--- config.mk ---
export PLATFORM = sky130hd
export DESIGN_NAME = qpi_flash_responder_flat
export DESIGN_NICKNAME = d
export VERILOG_FILES = /design/src/rtl/qpi_flash_pkg.sv /design/src/rtl/qpi_flash_responder_if.sv /design/src/rtl/qpi_resp_sync.sv /design/src/rtl/qpi_flash_responder.sv /design/src/flat_wrapper.sv
export SDC_FILE = /design/constraint.sdc
export NUM_CORES = 1
export LEC_CHECK = 0
export CELL_PAD_IN_SITES_DETAIL_PLACEMENT = 0
export CELL_PAD_IN_SITES_GLOBAL_PLACEMENT = 1
export CORE_MARGIN = 5
export CORE_UTILIZATION = 43
export CTS_BUF_LIST = sky130_fd_sc_hd__clkbuf_4
export DETAILED_ROUTE_END_ITERATION = 7
export PLACE_DENSITY = 0.86
export SLEW_MARGIN = 20
export SYNTH_ARGS = -nofsm -noshare
export SYNTH_HDL_FRONTEND = slang
export SYNTH_HIERARCHICAL = 1
export SYNTH_SLANG_ARGS = --single-unit
--- constraint.sdc ---
create_clock -name clk -period 11.1 [get_ports clk]
set_clock_uncertainty 0.2 [all_clocks]
set_input_delay 2.22 -clock clk [delete_from_list [all_inputs] [get_ports clk]]
set_output_delay 2.22 -clock clk [all_outputs]
set_load 0.01 [all_outputs]
--- src/rtl/qpi_flash_pkg.sv ---
// Shared definitions for the QPI flash responder: command opcodes, the
// decoder state encoding and the dummy-clock lookup used by SET_PARAMS.
package qpi_flash_pkg;

  localparam logic [7:0] OP_SPI_EXIT_CR    = 8'hFF;
  localparam logic [7:0] OP_ENTER_QPI      = 8'h38;
  localparam logic [7:0] OP_SET_PARAMS     = 8'hC0;
  localparam logic [7:0] OP_FAST_READ_QUAD = 8'hEB;
  localparam logic [7:0] OP_EXIT_QPI       = 8'hFF;
  localparam logic [7:0] OP_JEDEC_ID       = 8'h9F;

  typedef enum logic [2:0] {
    ST_CMD,
    ST_ADDR,
    ST_MODE,
    ST_DUMMY,
    ST_DATA,
    ST_CFG,
    ST_IGNORE
  } state_t;

  // Parameter byte bits [5:4] select the total number of mode+dummy clocks.
  function automatic logic [3:0] dummy_lut(input logic [1:0] sel);
    case (sel)
      2'd0:    return 4'd2;
      2'd1:    return 4'd4;
      2'd2:    return 4'd6;
      default: return 4'd8;
    endcase
  endfunction

endpackage

--- src/rtl/qpi_flash_responder_if.sv ---
// Flash pin bundle plus the byte-wide fetch port of the QPI flash responder.
// slave is the responder side, master is the initiator/memory side.
interface qpi_flash_responder_if;
  logic        flash_nCE;
  logic        flash_SCK;
  logic [3:0]  flash_IO_in;
  logic [3:0]  flash_IO_out;
  logic [3:0]  flash_IO_oe;
  logic [23:0] mem_addr;
  logic        mem_req;
  logic [7:0]  mem_data;

  modport slave (
    input  flash_nCE, flash_SCK, flash_IO_in, mem_data,
    output flash_IO_out, flash_IO_oe, mem_addr, mem_req
  );

  modport master (
    output flash_nCE, flash_SCK, flash_IO_in, mem_data,
    input  flash_IO_out, flash_IO_oe, mem_addr, mem_req
  );
endinterface

--- src/rtl/qpi_resp_sync.sv ---
// Input synchroniser for the flash pins: SYNC_STAGES flops per input, then
// single-clk rise/fall pulses for SCK and nCE on the synchronised values.
module qpi_resp_sync #(
  parameter int SYNC_STAGES = 2
) (
  input  logic       clk,
  input  logic       reset_n,
  input  logic       nce_in,
  input  logic       sck_in,
  input  logic [3:0] io_in,
  output logic       nce,
  output logic       nce_rise,
  output logic       nce_fall,
  output logic       sck_rise,
  output logic       sck_fall,
  output logic [3:0] io
);

  logic [SYNC_STAGES-1:0]      nce_sr;
  logic [SYNC_STAGES-1:0]      sck_sr;
  logic [SYNC_STAGES-1:0][3:0] io_sr;
  logic                        nce_d;
  logic                        sck_d;

  // Control synchroniser chains: deselected and SCK low out of reset.
  always_ff @(posedge clk) begin
    if (!reset_n) begin
      nce_sr <= '1;
      sck_sr <= '0;
      nce_d  <= 1'b1;
      sck_d  <= 1'b0;
    end else begin
      nce_sr[0] <= nce_in;
      sck_sr[0] <= sck_in;
      for (int i = 1; i < SYNC_STAGES; i++) begin
        nce_sr[i] <= nce_sr[i-1];
        sck_sr[i] <= sck_sr[i-1];
      end
      nce_d <= nce_sr[SYNC_STAGES-1];
      sck_d <= sck_sr[SYNC_STAGES-1];
    end
  end

  // IO data chain carries no reset; it is only consumed on SCK edges.
  always_ff @(posedge clk) begin
    io_sr[0] <= io_in;
    for (int i = 1; i < SYNC_STAGES; i++) io_sr[i] <= io_sr[i-1];
  end

  assign nce      = nce_sr[SYNC_STAGES-1];
  assign nce_rise =  nce_sr[SYNC_STAGES-1] & ~nce_d;
  assign nce_fall = ~nce_sr[SYNC_STAGES-1] &  nce_d;
  assign sck_rise =  sck_sr[SYNC_STAGES-1] & ~sck_d;
  assign sck_fall = ~sck_sr[SYNC_STAGES-1] &  sck_d;
  assign io       = io_sr[SYNC_STAGES-1];

endmodule

--- src/rtl/qpi_flash_responder.sv ---
// QPI flash target: decodes the reset/config/read command stream and answers
// quad reads from a byte-wide memory port, oversampling flash_SCK with clk.
// Optional feature macro: QPI_RESP_JEDEC_ID_EN enables the QPI 0x9F JEDEC ID read.
module qpi_flash_responder
  import qpi_flash_pkg::*;
#(
  parameter int          SYNC_STAGES = 2,
  parameter int          MEM_LATENCY = 1,
  parameter logic [23:0] JEDEC_ID    = 24'hEF4018
) (
  input  logic                        clk,
  input  logic                        reset_n,
  qpi_flash_responder_if.slave        bus,
  output logic                        qpi_mode,
  output logic                        cont_read
);

`ifdef QPI_RESP_JEDEC_ID_EN
  localparam bit JEDEC_EN = 1'b1;
`else
  localparam bit JEDEC_EN = 1'b0;
`endif

  logic        nce, nce_rise, nce_fall, sck_rise, sck_fall;
  logic [3:0]  io;
  state_t      state_q, state_nx;
  logic [3:0]  cnt_q, cnt_nx, cnt_last;
  logic [22:0] sh_q;
  logic [23:0] sh_in;
  logic        qpi_mode_q, cont_read_q, pend_qpi_q;
  logic [3:0]  dummy_clks_q;
  logic [23:0] addr_q;
  logic [7:0]  data_q;
  logic [3:0]  lo_q, io_out_q, oe_q;
  logic        lo_phase_q, mem_req_q, jedec_q;
  logic [1:0]  jidx_q;
  logic [MEM_LATENCY-1:0] req_p;
  logic        cmd_pend_qpi, cmd_exit_qpi, cmd_clr_cont;
  logic        cfg_load, mode_load, addr_load, jedec_go;
  logic        data_fall, hi_fall, lo_fall, fetch_next;

  qpi_resp_sync #(.SYNC_STAGES(SYNC_STAGES)) u_sync (
    .clk      (clk),
    .reset_n  (reset_n),
    .nce_in   (bus.flash_nCE),
    .sck_in   (bus.flash_SCK),
    .io_in    (bus.flash_IO_in),
    .nce      (nce),
    .nce_rise (nce_rise),
    .nce_fall (nce_fall),
    .sck_rise (sck_rise),
    .sck_fall (sck_fall),
    .io       (io)
  );

  function automatic logic [7:0] jedec_byte(input logic [1:0] idx);
    case (idx)
      2'd0:    return JEDEC_ID[23:16];
      2'd1:    return JEDEC_ID[15:8];
      default: return JEDEC_ID[7:0];
    endcase
  endfunction

  // Shift value as it will be after the current SCK rise.
  assign sh_in = qpi_mode_q ? {sh_q[19:0], io} : {sh_q[22:0], io[0]};

  assign data_fall  = sck_fall && !nce && (state_q == ST_DATA);
  assign hi_fall    = data_fall && !lo_phase_q;
  assign lo_fall    = data_fall &&  lo_phase_q;
  assign fetch_next = hi_fall && !jedec_q;

  // Next-state decode: phase lengths counted in SCK rises, commands decoded on the last one.
  always_comb begin
    state_nx     = state_q;
    cnt_nx       = cnt_q;
    cmd_pend_qpi = 1'b0;
    cmd_exit_qpi = 1'b0;
    cmd_clr_cont = 1'b0;
    cfg_load     = 1'b0;
    mode_load    = 1'b0;
    addr_load    = 1'b0;
    jedec_go     = 1'b0;
    case (state_q)
      ST_CMD:   cnt_last = qpi_mode_q ? 4'd1 : 4'd7;
      ST_ADDR:  cnt_last = 4'd5;
      ST_DUMMY: cnt_last = dummy_clks_q - 4'd3;
      default:  cnt_last = 4'd1;
    endcase
    if (nce) begin
      state_nx = ST_CMD;
      cnt_nx   = 4'd0;
    end else if (nce_fall) begin
      state_nx = cont_read_q ? ST_ADDR : ST_CMD;
      cnt_nx   = 4'd0;
    end else if (sck_rise) begin
      cnt_nx = cnt_q + 4'd1;
      case (state_q)
        ST_CMD: if (cnt_q == cnt_last) begin
          cnt_nx   = 4'd0;
          state_nx = ST_IGNORE;
          if (qpi_mode_q) begin
            case (sh_in[7:0])
              OP_EXIT_QPI:       cmd_exit_qpi = 1'b1;
              OP_SET_PARAMS:     state_nx = ST_CFG;
              OP_FAST_READ_QUAD: state_nx = ST_ADDR;
              OP_JEDEC_ID: if (JEDEC_EN) begin
                state_nx = ST_DATA;
                jedec_go = 1'b1;
              end
              default: ;
            endcase
          end else begin
            case (sh_in[7:0])
              OP_ENTER_QPI:   cmd_pend_qpi = 1'b1;
              OP_SPI_EXIT_CR: cmd_clr_cont = 1'b1;
              default: ;
            endcase
          end
        end
        ST_ADDR: if (cnt_q == cnt_last) begin
          cnt_nx    = 4'd0;
          state_nx  = ST_MODE;
          addr_load = 1'b1;
        end
        ST_MODE: if (cnt_q == cnt_last) begin
          cnt_nx    = 4'd0;
          mode_load = 1'b1;
          state_nx  = (dummy_clks_q == 4'd2) ? ST_DATA : ST_DUMMY;
        end
        ST_DUMMY: if (cnt_q == cnt_last) begin
          cnt_nx   = 4'd0;
          state_nx = ST_DATA;
        end
        ST_CFG: if (cnt_q == cnt_last) begin
          cnt_nx   = 4'd0;
          cfg_load = 1'b1;
          state_nx = ST_IGNORE;
        end
        default: cnt_nx = cnt_q;
      endcase
    end
  end

  // FSM state and phase counter.
  always_ff @(posedge clk) begin
    if (!reset_n) begin
      state_q <= ST_CMD;
      cnt_q   <= 4'd0;
    end else begin
      state_q <= state_nx;
      cnt_q   <= cnt_nx;
    end
  end

  // Configuration: survives nCE, cleared only by reset_n; QPI entry waits for deselect.
  always_ff @(posedge clk) begin
    if (!reset_n) begin
      qpi_mode_q   <= 1'b0;
      cont_read_q  <= 1'b0;
      dummy_clks_q <= 4'd2;
      pend_qpi_q   <= 1'b0;
    end else begin
      if (nce_rise) begin
        if (pend_qpi_q) qpi_mode_q <= 1'b1;
        pend_qpi_q <= 1'b0;
      end
      if (cmd_pend_qpi) pend_qpi_q <= 1'b1;
      if (cmd_exit_qpi) begin
        qpi_mode_q  <= 1'b0;
        cont_read_q <= 1'b0;
      end
      if (cmd_clr_cont) cont_read_q <= 1'b0;
      if (mode_load)    cont_read_q <= (sh_in[5:4] == 2'b10);
      if (cfg_load)     dummy_clks_q <= dummy_lut(sh_in[5:4]);
    end
  end

  // Output drive, fetch strobe and read-data sequencing.
  always_ff @(posedge clk) begin
    if (!reset_n) begin
      io_out_q   <= 4'h0;
      oe_q       <= 4'h0;
      mem_req_q  <= 1'b0;
      lo_phase_q <= 1'b0;
      jedec_q    <= 1'b0;
      jidx_q     <= 2'd0;
      req_p      <= '0;
    end else begin
      mem_req_q <= addr_load || fetch_next;
      req_p[0]  <= mem_req_q;
      for (int i = 1; i < MEM_LATENCY; i++) req_p[i] <= req_p[i-1];
      if (nce)            oe_q <= 4'h0;
      else if (data_fall) oe_q <= 4'hF;
      if (hi_fall) io_out_q <= data_q[7:4];
      if (lo_fall) io_out_q <= lo_q;
      if (nce || state_q != ST_DATA) lo_phase_q <= 1'b0;
      else if (data_fall)            lo_phase_q <= ~lo_phase_q;
      if (nce)           jedec_q <= 1'b0;
      else if (jedec_go) jedec_q <= 1'b1;
      if (jedec_go)                jidx_q <= 2'd1;
      else if (hi_fall && jedec_q) jidx_q <= (jidx_q == 2'd2) ? 2'd0 : jidx_q + 2'd1;
    end
  end

  // Datapath: shift register, fetch address and the byte being shifted out.
  always_ff @(posedge clk) begin
    if (sck_rise && !nce) sh_q <= sh_in[22:0];
    if (addr_load)       addr_q <= sh_in;
    else if (fetch_next) addr_q <= addr_q + 24'd1;
    if (jedec_go)                    data_q <= jedec_byte(2'd0);
    else if (hi_fall && jedec_q)     data_q <= jedec_byte(jidx_q);
    else if (req_p[MEM_LATENCY-1])   data_q <= bus.mem_data;
    if (hi_fall) lo_q <= data_q[3:0];
  end

  // Raw nCE gates the drivers so the bus is released without synchroniser delay.
  assign bus.flash_IO_oe  = bus.flash_nCE ? 4'h0 : oe_q;
  assign bus.flash_IO_out = io_out_q;
  assign bus.mem_addr     = addr_q;
  assign bus.mem_req      = mem_req_q;
  assign qpi_mode         = qpi_mode_q;
  assign cont_read        = cont_read_q;

endmodule

--- src/flat_wrapper.sv ---
// flat-port wrapper written by rule: the top's interface ports become plain ports
module qpi_flash_responder_flat import qpi_flash_pkg::*;
#(
  parameter int          SYNC_STAGES = 2,
  parameter int          MEM_LATENCY = 1,
  parameter logic [23:0] JEDEC_ID    = 24'hEF4018
)
  (clk, reset_n, qpi_mode, cont_read, bus_flash_nCE, bus_flash_SCK, bus_flash_IO_in, bus_mem_data, bus_flash_IO_out, bus_flash_IO_oe, bus_mem_addr, bus_mem_req);
  qpi_flash_responder_if bus_i ();
  input  logic clk;
  input  logic reset_n;
  output logic qpi_mode;
  output logic cont_read;
  input wire logic [$bits(bus_i.flash_nCE)-1:0] bus_flash_nCE;
  input wire logic [$bits(bus_i.flash_SCK)-1:0] bus_flash_SCK;
  input wire logic [$bits(bus_i.flash_IO_in)-1:0] bus_flash_IO_in;
  input wire logic [$bits(bus_i.mem_data)-1:0] bus_mem_data;
  output wire logic [$bits(bus_i.flash_IO_out)-1:0] bus_flash_IO_out;
  output wire logic [$bits(bus_i.flash_IO_oe)-1:0] bus_flash_IO_oe;
  output wire logic [$bits(bus_i.mem_addr)-1:0] bus_mem_addr;
  output wire logic [$bits(bus_i.mem_req)-1:0] bus_mem_req;
  assign bus_i.flash_nCE = bus_flash_nCE;
  assign bus_i.flash_SCK = bus_flash_SCK;
  assign bus_i.flash_IO_in = bus_flash_IO_in;
  assign bus_i.mem_data = bus_mem_data;
  assign bus_flash_IO_out = bus_i.flash_IO_out;
  assign bus_flash_IO_oe = bus_i.flash_IO_oe;
  assign bus_mem_addr = bus_i.mem_addr;
  assign bus_mem_req = bus_i.mem_req;
  qpi_flash_responder #(.SYNC_STAGES(SYNC_STAGES), .MEM_LATENCY(MEM_LATENCY), .JEDEC_ID(JEDEC_ID)) u_core (.clk(clk), .reset_n(reset_n), .bus(bus_i), .qpi_mode(qpi_mode), .cont_read(cont_read));
endmodule
# ---- Word-level counts from Yosys, hierarchy flattened
# Cells that the tools add are included.
dict set report totals {
  ff_bits 95
  word_cells 139
}
dict set report classes {
  add_sub_neg 3
  eq_ne 19
  muxes 61
  bitwise_logic 10
  reduce_logical 25
}
# op count
set op_table {}
lappend op_table {{$mux 24} 3}
lappend op_table {{$mux 1} 39}
lappend op_table {{$mux 3} 10}
lappend op_table {{$add 24x1->24 const B} 1}
lappend op_table {{$eq 8x8->1 const B} 3}
lappend op_table {{$pmux 4 s3} 2}
lappend op_table {{$mux 4} 4}
lappend op_table {{$ne 3x1->1 const B} 5}
lappend op_table {{$pmux 3 s5} 1}
lappend op_table {{$eq 8x6->1 const B} 1}
lappend op_table {{$mux 8} 1}
lappend op_table {{$reduce_bool 2->1} 4}
lappend op_table {{$reduce_and 7->1} 1}
lappend op_table {{$eq 3x2->1 const B} 2}
lappend op_table {{$eq 3x3->1 const B} 2}
lappend op_table {{$not 1->1} 6}
lappend op_table {{$pmux 3 s2} 1}
lappend op_table {{$reduce_bool 6->1} 1}
lappend op_table {{$reduce_or 2->1} 3}
lappend op_table {{$logic_and 1x1->1} 5}
lappend op_table {{$reduce_or 5->1} 1}
lappend op_table {{$add 4x1->4 const B} 1}
lappend op_table {{$and 1x1->1} 4}
lappend op_table {{$eq 4x2->1 const B} 1}
lappend op_table {{13 further kinds} 16}

# ---- Depth between registers and ports, before layout
# Gate-level depths: netlist (run 1).
dict set report logic_depth {
  word_depth 12
  depth_mapped 9
  mapped_depth_nobuf 7
}

# ---- Modules after synthesis
# Netlist (run 1), hierarchy kept.
# module n_inst cells_each area_per_inst_um2
set modules_own_cells {}
lappend modules_own_cells {qpi_flash_responder 1 345 4215.3}
lappend modules_own_cells {qpi_resp_sync 1 28 372.9}

# ---- Least setup slack after synthesis (run 1)
# OpenSTA, ideal clock, no wires.
dict set report synth_path {
  kind {input to output}
  startpoint {input port bus_flash_nCE}
  endpoint {output port bus_flash_IO_oe[1]}
  arrival_time_ns 2.682
  t_required_ns 8.680
  path_slack_ns 5.998
  cell_stages 2
  n_path_buf 1
  cell_sequence {nor2b_1 > buf_4}
}
dict set report synth_via {
  elab_chain_len 1
}
# element line_no
set synth_lines {}
lappend synth_lines {{start, declared} flat_wrapper.sv:14} ;# input wire logic [$bits(bus_i.flash_nCE)-1:0] bus_flash_nCE;
lappend synth_lines {{$mux 4} qpi_flash_responder.sv:217} ;# assign bus.flash_IO_oe = bus.flash_nCE ? 4'h0 : oe_q;
lappend synth_lines {{end, declared} flat_wrapper.sv:19} ;# output wire logic [$bits(bus_i.flash_IO_oe)-1:0] bus_flash_IO_oe;
# Every way passes these cells.

# ---- Worst setup path in the final report (run 1)
dict set report layout_path {
  startpoint {input port bus_flash_nCE}
  endpoint {output port bus_flash_IO_oe[0]}
}
# The elaborated chain is that of the path after synthesis.

==> results summary, run 1 <==
Counting both buffers and inverters, the worst setup path holds a total of 2. The fraction of the core area covered by cells at the end of the flow came out at 50.8%. The first-pass iteration count of the detailed router came out at 4.

TritonCTS built the clock tree. The category of the worst setup path capture point is an output port. Leaving out fill and tap cells, the most frequent cell in the layout is sky130_fd_sc_hd__edfxtp_1. The total number of vias came out at around 3,000. Ranked by total cell area, the synthesized netlist is headed by sky130_fd_sc_hd__edfxtp_1, sky130_fd_sc_hd__dfxtp_1, sky130_fd_sc_hd__mux2_2. The number of synthesized flops with an enable pin came out at slightly below 60. The Yosys step of the flow raised 6 warnings. The clock slew at the register clock pins of the worst setup and hold paths is about 0.15 ns.

In this run the clock root is driven by a sky130_fd_sc_hd__clkbuf_4. The final total negative setup slack is 0 ns. The routed via count divided by cell count came out at 5.36. The die height is 113 µm. The kind of cell with the highest combined delay along the critical path is buffers and inverters. The largest single stage delay on the critical path is between 0.5 and 0.6 ns. For this design the ratio of total power to cell area is 104 mW/mm².

The number of fill cells in the layout is between 900 and 1,000. In the final layout, the multi-input gates occupy 0.00195 mm². The routability congestion estimate came out at 0.850.

Synthesis instantiated 56 different standard cells from the library. The half-perimeter wire length after detailed placement came out at 6590 µm. The register cell area after layout came out at 0.00247 mm².

Walking the worst path, the cells encountered are clkdlybuf4s50_1 > nor2b_1 > clkdlybuf4s50_1. Hold repair after CTS inserted 0 buffers. The post-synthesis instance area is 0.00459 mm². The share of cells above drive strength 1 is approximately 16%. In the layout the commonest cells are sky130_fd_sc_hd__edfxtp_1, sky130_fd_sc_hd__clkdlybuf4s50_1, sky130_fd_sc_hd__dfxtp_1, sky130_fd_sc_hd__mux2_2, sky130_fd_sc_hd__nor2_1.

The biggest area contributor in the post-synthesis netlist is sky130_fd_sc_hd__edfxtp_1. The sequential-to-total area share from yosys stat is 53.9%. The type of the worst setup path is in2out. The number of failing hold endpoints at the final stage came to 0.

The global router's overall resource usage is 14.6%. The minimum setup slack after placement came out at 5.22 ns. The first global-routing pass estimated 15,100 µm of wire. Synthesis handed over a netlist of 373 instances. The number of standard cells in the final layout excluding fillers is 559.

Setup repair after global routing left no endpoint under its margin. The run finished with clean final reports. The number of maximum-capacitance constraint violations is 0. The data required time at the worst endpoint came out at ~8.7 ns. The area fraction of the dominant cell type after synthesis is between 30% and 40%. The proportion of register bits with asynchronous set or reset after synthesis is 0%. The initial core utilization is 44.2%. The count of pins over their slew limit came to 0.

The leakage power total is 1.89 nW. The per-instance average area after synthesis is 12.3 µm². The maximum count of clock buffers along a single path is 2.

The cell area reported after detailed placement is 0.00515 mm². The number of diodes came out at 0. The remaining antenna violation count is 0. The highest clock rate came out at 170 MHz. The routed wirelength normalized by instance count came out at 16.4 µm. The area growth from synthesis to final layout came out at 14.8%. Across the VDD grid, the largest voltage drop is 0.0644 mV. In the final design database the tool counted 440 nets. The setup slack of the worst register-to-register path came out at 7.39 ns. In this run, the number of DRC markers left after iteration 0 of detailed routing was 142.

The total overflow reported by the global router is 0. Post-CTS repair changed the size of 0 cells. From left edge to right edge, the die measures 113 µm.

The worst slew margin relative to its limit is between 30% and 40%. After layout, the worst setup slack is 5.23 ns. The placed instance count came out at 543. The number of setup buffers added after CTS came out at 0.

The part of the cycle the worst path needs came out at 52.9%. The area of the placeable core came out at 0.0104 mm². In this run the worst hold path is classified as reg2reg.

The number of nets in the synthesized netlist is 395. The area of the die came out at 0.0128 mm². The initial antenna violation count came out at 0. Among all stages on the critical path, the largest delay is contributed by sky130_fd_sc_hd__clkdlybuf4s50_1. The remaining design rule violation count is 0. The arrival time reported for the critical path endpoint came out at 3.45 ns. Buffers placed on the I/O ports in this run total 50. The maximum fanout encountered on the critical timing path is 4. The H-tree was split into 3 levels. The via count of the first global-routing pass came out at 3,119.

For the pin with the worst max-slew slack, the measured transition is 1.03 ns. The cell repeated most along the worst path is sky130_fd_sc_hd__clkdlybuf4s50_1. In this run the core area contains 37 standard-cell rows. The clock sink total came out at 94. The number of setup violations in the final report is 0. The post-layout minimum cycle time came out at 5.87 ns. The synthesized flop and latch total came out at 94. The final wirelength is 9160 µm.

The TritonCTS buffer count came out at 9. The largest net degree at the start of global routing came out at 30. The source-to-sink clock delay at the later pin of the worst-skew pair came out at 0.43 ns. The type of origin of the critical path is an input port. The final instance area came out at 0.00527 mm². The I/O pin total came out at just over 50. The most used flip-flop cell after synthesis is sky130_fd_sc_hd__edfxtp_1.
-- power breakdown --
group | internal (mW) | switching, mW | total [mW]
combinational | 0.00652 | 0.00407 | 0.0106
clock | 0.0501 | 0.116 | 0.166
sequential | 0.370 | 0.00156 | 0.372
-- path summary, 6_finish.rpt --
path,cells past startpoint,from,to
hold / removal,0,u_core/u_sync/io_sr[0]$_DFF_P_,u_core/u_sync/io[0]$_DFF_P_
hold reg to reg,0,u_core/u_sync/io_sr[0]$_DFF_P_,u_core/u_sync/io[0]$_DFF_P_
setup reg to reg,5,u_core/state_q[0]$_SDFFE_PP0P_,u_core/bus.mem_addr[7]$_DFFE_PP_
setup / recovery,3,bus_flash_nCE,bus_flash_IO_oe[0]
-- stage by stage --
step	power (mW)	hold slack, ns
after floorplan	0.384	0.110
after global placement	0.390	0.115
after detailed placement	0.390	0.114
after CTS	0.556	0.145
after global routing	0.571	0.154
final	0.549	0.141
-- worst register-to-register path: stages (launching register included) --
cell	delay, ns
sky130_fd_sc_hd__dfxtp_1	0.67
sky130_fd_sc_hd__nand3b_1	0.15
sky130_fd_sc_hd__o21ai_0	0.22
sky130_fd_sc_hd__and4_1	0.48
sky130_fd_sc_hd__nand4_4	0.59
sky130_fd_sc_hd__nand2_1	1.04
-- final cells by class --
| type | count | share of cell area (%) |
|---|---|---|
| clock buffer | 10 | 1.42 |
| timing repair buffer | 52 | 9.78 |
| multi-input combinational | 251 | 37.0 |
| sequential | 94 | 46.9 |
| inverter | 10 | 0.712 |
| tap | 136 | 3.23 |
| clock inverter | 6 | 0.902 |
-- metal layers --
metal	vias up	share of wire (%)	track usage, %
met4	0	0.84	4.97
met3	8	5.0	2.78
met5	-	0	0
met2	83	49	25.0
li1	1460	-	-
met1	1443	46	18.5
-- state kept, by name, summed over array words and instances (netlist names), 4 cells and up --
signal and flops:
u_core/u_sync/io 4, u_core/bus.mem_addr 24, u_core/sh_q 23, u_core/cnt_q 4, u_core/data_q 8, u_core/u_sync/io_sr 4
u_core/lo_q 4, u_core/bus.flash_IO_out 4
-- cells by family after synthesis --
family                     Yosys count  synth area share, %
xor gates and xnor gates            26                 4.96
AOI/OAI and AO/OA                   34                 4.96
DFF                                 94                 53.9
muxes                               55                 14.3
and+or+nand+nor                    130                 16.6
adders and majority gates            6                 1.64
buffers and inverters               28                 3.65
-- synth_stat cells (all sizes together) (10+ instances only) --
master  number
buf         15
dfxtp       35
edfxtp      59
mux2        44
mux2i       11
nand2       16
nand3       13
nand4       10
nor2        20
nor3        13
xnor2       11
xor2        15
Power figures use the tool's default switching activity.
==> run 2, diff against run 1 <==
clock period = 5.7 ns   (was 11.1 ns; I/O delays follow)
==> run 2 against run 1 <==
Net effect:
- utilization hardly changed
- non-clock buffer count unchanged
- design area about the same
- hold slack gained 0.0058 ns
- setup slack lost 3.2 ns
- first-iteration DRC count rose by 37%
- total power is 98% higher
- clock power rose by 100%
- register-to-register slack worse by 5.4 ns
- via count decreased by 0.67%
==> results summary, run 2 (synthesis results as in run 1) <==
The clock slew at the register clock pins of the worst setup and hold paths came out at 0.14 ns (about the same). The I/O pin total came to 51 (unchanged). The total number of placement rows came out at 37 (unchanged).

The via count of the first global-routing pass is 3,092 (-0.87%). The number of setup violations in the final report is 0 (unchanged). The total number of vias came out at 2,974 (-0.67%). The number of setup buffers added after CTS is 0 (unchanged). The data required time at the worst endpoint is 4.36 ns (-4.32 ns).

In the layout the commonest cells are sky130_fd_sc_hd__edfxtp_1, sky130_fd_sc_hd__clkdlybuf4s50_1, sky130_fd_sc_hd__dfxtp_1, sky130_fd_sc_hd__mux2_2, sky130_fd_sc_hd__nor2_1. The TritonCTS buffer count is 9 (unchanged). The number of levels the H-tree was split into is 3 (unchanged). The half-perimeter wire length after detailed placement is 6650 µm (+0.83%). The destination of the worst hold path is u_core/u_sync/io[3]$_DFF_P_. The area of combinational cells with multiple inputs was 0.00195 mm² (unchanged). The reg-to-reg critical path startpoint is u_core/state_q[1]$_SDFFE_PP0P_. The final net count came out at 440 (unchanged). The tree is rooted in a sky130_fd_sc_hd__clkbuf_4. The number of diodes was 0 (unchanged).

The worst setup path is of the in2out kind. The routed via count divided by cell count is 5.32 (-0.67%). The worst voltage drop across the vdd grid is 0.103 mV (+61%). The initial antenna violation count came out at 0 (unchanged). The routability congestion estimate was 0.862 (+1.4%). STA classifies the critical path endpoint as an output port. The number of failing hold endpoints at the final stage is 0 (unchanged). The number of cells traversed by the worst hold path is 0 (unchanged). The total overflow reported by the global router came to 0 (unchanged). The CTS tree is done. The number of instances resized during post-cts repair came out at 0 (unchanged).

The routed wirelength normalized by instance count is 16.5 µm (+0.92%). The largest net degree at the start of global routing was 29 (-3.3%). The remaining design rule violation count was 0 (unchanged). The worst slew margin relative to its limit came out at 29.9% (-1.2 points).

The number of maximum-capacitance constraint violations came out at 0 (unchanged). The register cell area after layout came to 0.00247 mm² (unchanged). Counting I/O delays and the setup requirement, the final critical path takes 3.71 ns. The area growth from synthesis to final layout came to 14.9% (about the same).

The count of pins over their slew limit came out at 0 (unchanged). The part of the cycle the worst path needs came out at 65.1%. The final total negative setup slack came out at 0 ns (unchanged). The maximum count of clock buffers along a single path came out at 2 (unchanged). The delay of the slowest cell on the worst path is 0.59 ns (about the same). The remaining antenna violation count came out at 0 (unchanged). The area of the die is 0.0128 mm² (unchanged). The leakage power total came out at 1.89 nW (+0.27%).

The number of buffers added to fix hold violations after cts came out at 0 (unchanged). The arrival time reported for the critical path endpoint came out at 2.37 ns (-1.08 ns). The width of the die was 113 µm (unchanged).

The initial core utilization is 44.2% (unchanged). The die height was 113 µm (unchanged). STA classifies the critical path startpoint as an input port.

The initial DRC count was 194 (+37%). The number of input and output port buffers inserted came out at 50 (unchanged). The power density of the placed cells came out at 206 mW/mm² (+98%). The slowest stage of the critical path belongs to the cell sky130_fd_sc_hd__clkdlybuf4s50_1. The first-pass iteration count of the detailed router is 4 (unchanged). Walking the worst path, the cells encountered are clkdlybuf4s50_1 > nor2b_1 > clkdlybuf4s50_1. The cell area reported after detailed placement came out at 0.00515 mm² (unchanged). The final wirelength came out at 9240 µm (+0.92%). The kind of path behind the tightest hold check is reg2reg.

The setup slack of the worst register-to-register path was 2.04 ns (-5.35 ns). The final instance area is 0.00527 mm² (about the same). The number of fill cells in the layout is 923 (-3.0%). The slew at the pin closest to its max-slew limit came out at 1.05 ns (+0.0182 ns). The clock sink total is 94 (unchanged). The source-to-sink clock delay at the later pin of the worst-skew pair is 0.45 ns (+0.02 ns). The hold path startpoint is u_core/u_sync/io_sr[3]$_DFF_P_. The number of flip-flops under the largest register name is 24 (unchanged). The total power consumption of the routed design came out at 1.08 mW (+98%). The number of cells on the worst reg-to-reg path is 5 (unchanged).

The worst register-to-register path ends at u_core/bus.mem_addr[4]$_DFFE_PP_. The area of the placeable core came out at 0.0104 mm² (unchanged). The run finished with clean final reports. The global router's overall resource usage came out at 14.7% (+0.077 points).

Setup repair after global routing left no endpoint under its margin. The global-route wire length before repair is 15,200 µm (+0.55%). The share of cells above drive strength 1 was 16.3% (unchanged). The cell that appears most often on the critical path is sky130_fd_sc_hd__clkdlybuf4s50_1. The maximum fanout encountered on the critical timing path came out at 4 (unchanged). The highest clock rate came out at approximately 270 MHz. The leading cell type in the layout, fill and taps excluded is sky130_fd_sc_hd__edfxtp_1.
## run 2: cell count changes in the layout (fill, tap and decap cells not counted)
cell,before,now
sky130_fd_sc_hd__inv_6,0,2
sky130_fd_sc_hd__clkinv_2,1,0
sky130_fd_sc_hd__clkinvlp_4,3,2
## run 2: worst max-delay path, delay by kind of cell
| kind | cells | cell delay (ns) |
|---|---|---|
| buf+inv | 2 | 1.01 |
| simple gates | 1 | 0.22 |
## run 2: routing by layer
layer	wire (µm)	vias up	share of wire (%)	GRT usage, %
li1	-	1463	-	-
met1	4310	1418	47	19.7
met2	4310	81	47	23.5
met3	519	12	5.6	2.89
met4	106	0	1.1	5.45
met5	0	-	0	0
## run 2: per-stage QoR
step / utilization, % / hold WS, ns / setup WS, ns / std cells
6_report: 50.9 / 0.147 / 1.99 / 559
4_1_cts: 50.9 / 0.146 / 1.97 / 559
3_3_place_gp: 49.6 / 0.113 / 2.03 / 543
2_1_floorplan: - / 0.110 / 2.22 / 373
5_1_grt: 50.9 / 0.153 / 1.63 / 559
3_5_place_dp: 49.6 / 0.114 / 1.99 / 543
## run 2: area by class of cell
cell class,count,area share [%]
Clock inverter,6,0.996
Tap cell,136,3.23
Sequential cell,94,46.9
Inverter,10,0.712
Multi-Input combinational cell,251,37.0
Timing Repair Buffer,52,9.77
Clock buffer,10,1.42
## run 2: power by group
| part | switching, mW | internal [mW] |
|---|---|---|
| sequential | 0.00289 | 0.721 |
| combinational | 0.00818 | 0.0127 |
| clock | 0.238 | 0.102 |
## run 2: how the worst max path moves through the flow
stage / from / end / cells past startpoint
6_report: bus_flash_nCE / bus_flash_IO_oe[2] / 3
5_1_grt: u_core/state_q[0]$_SDFFE_PP0P_ / u_core/bus.mem_addr[10]$_DFFE_PP_ / 5
4_1_cts: bus_flash_nCE / bus_flash_IO_oe[2] / 3
3_5_place_dp: bus_flash_nCE / bus_flash_IO_oe[2] / 3
3_3_place_gp: bus_flash_nCE / bus_flash_IO_oe[2] / 3
2_1_floorplan: u_core/u_sync/sck_sr[1]$_SDFF_PN0_ / u_core/bus.mem_addr[0]$_DFFE_PP_ / 6
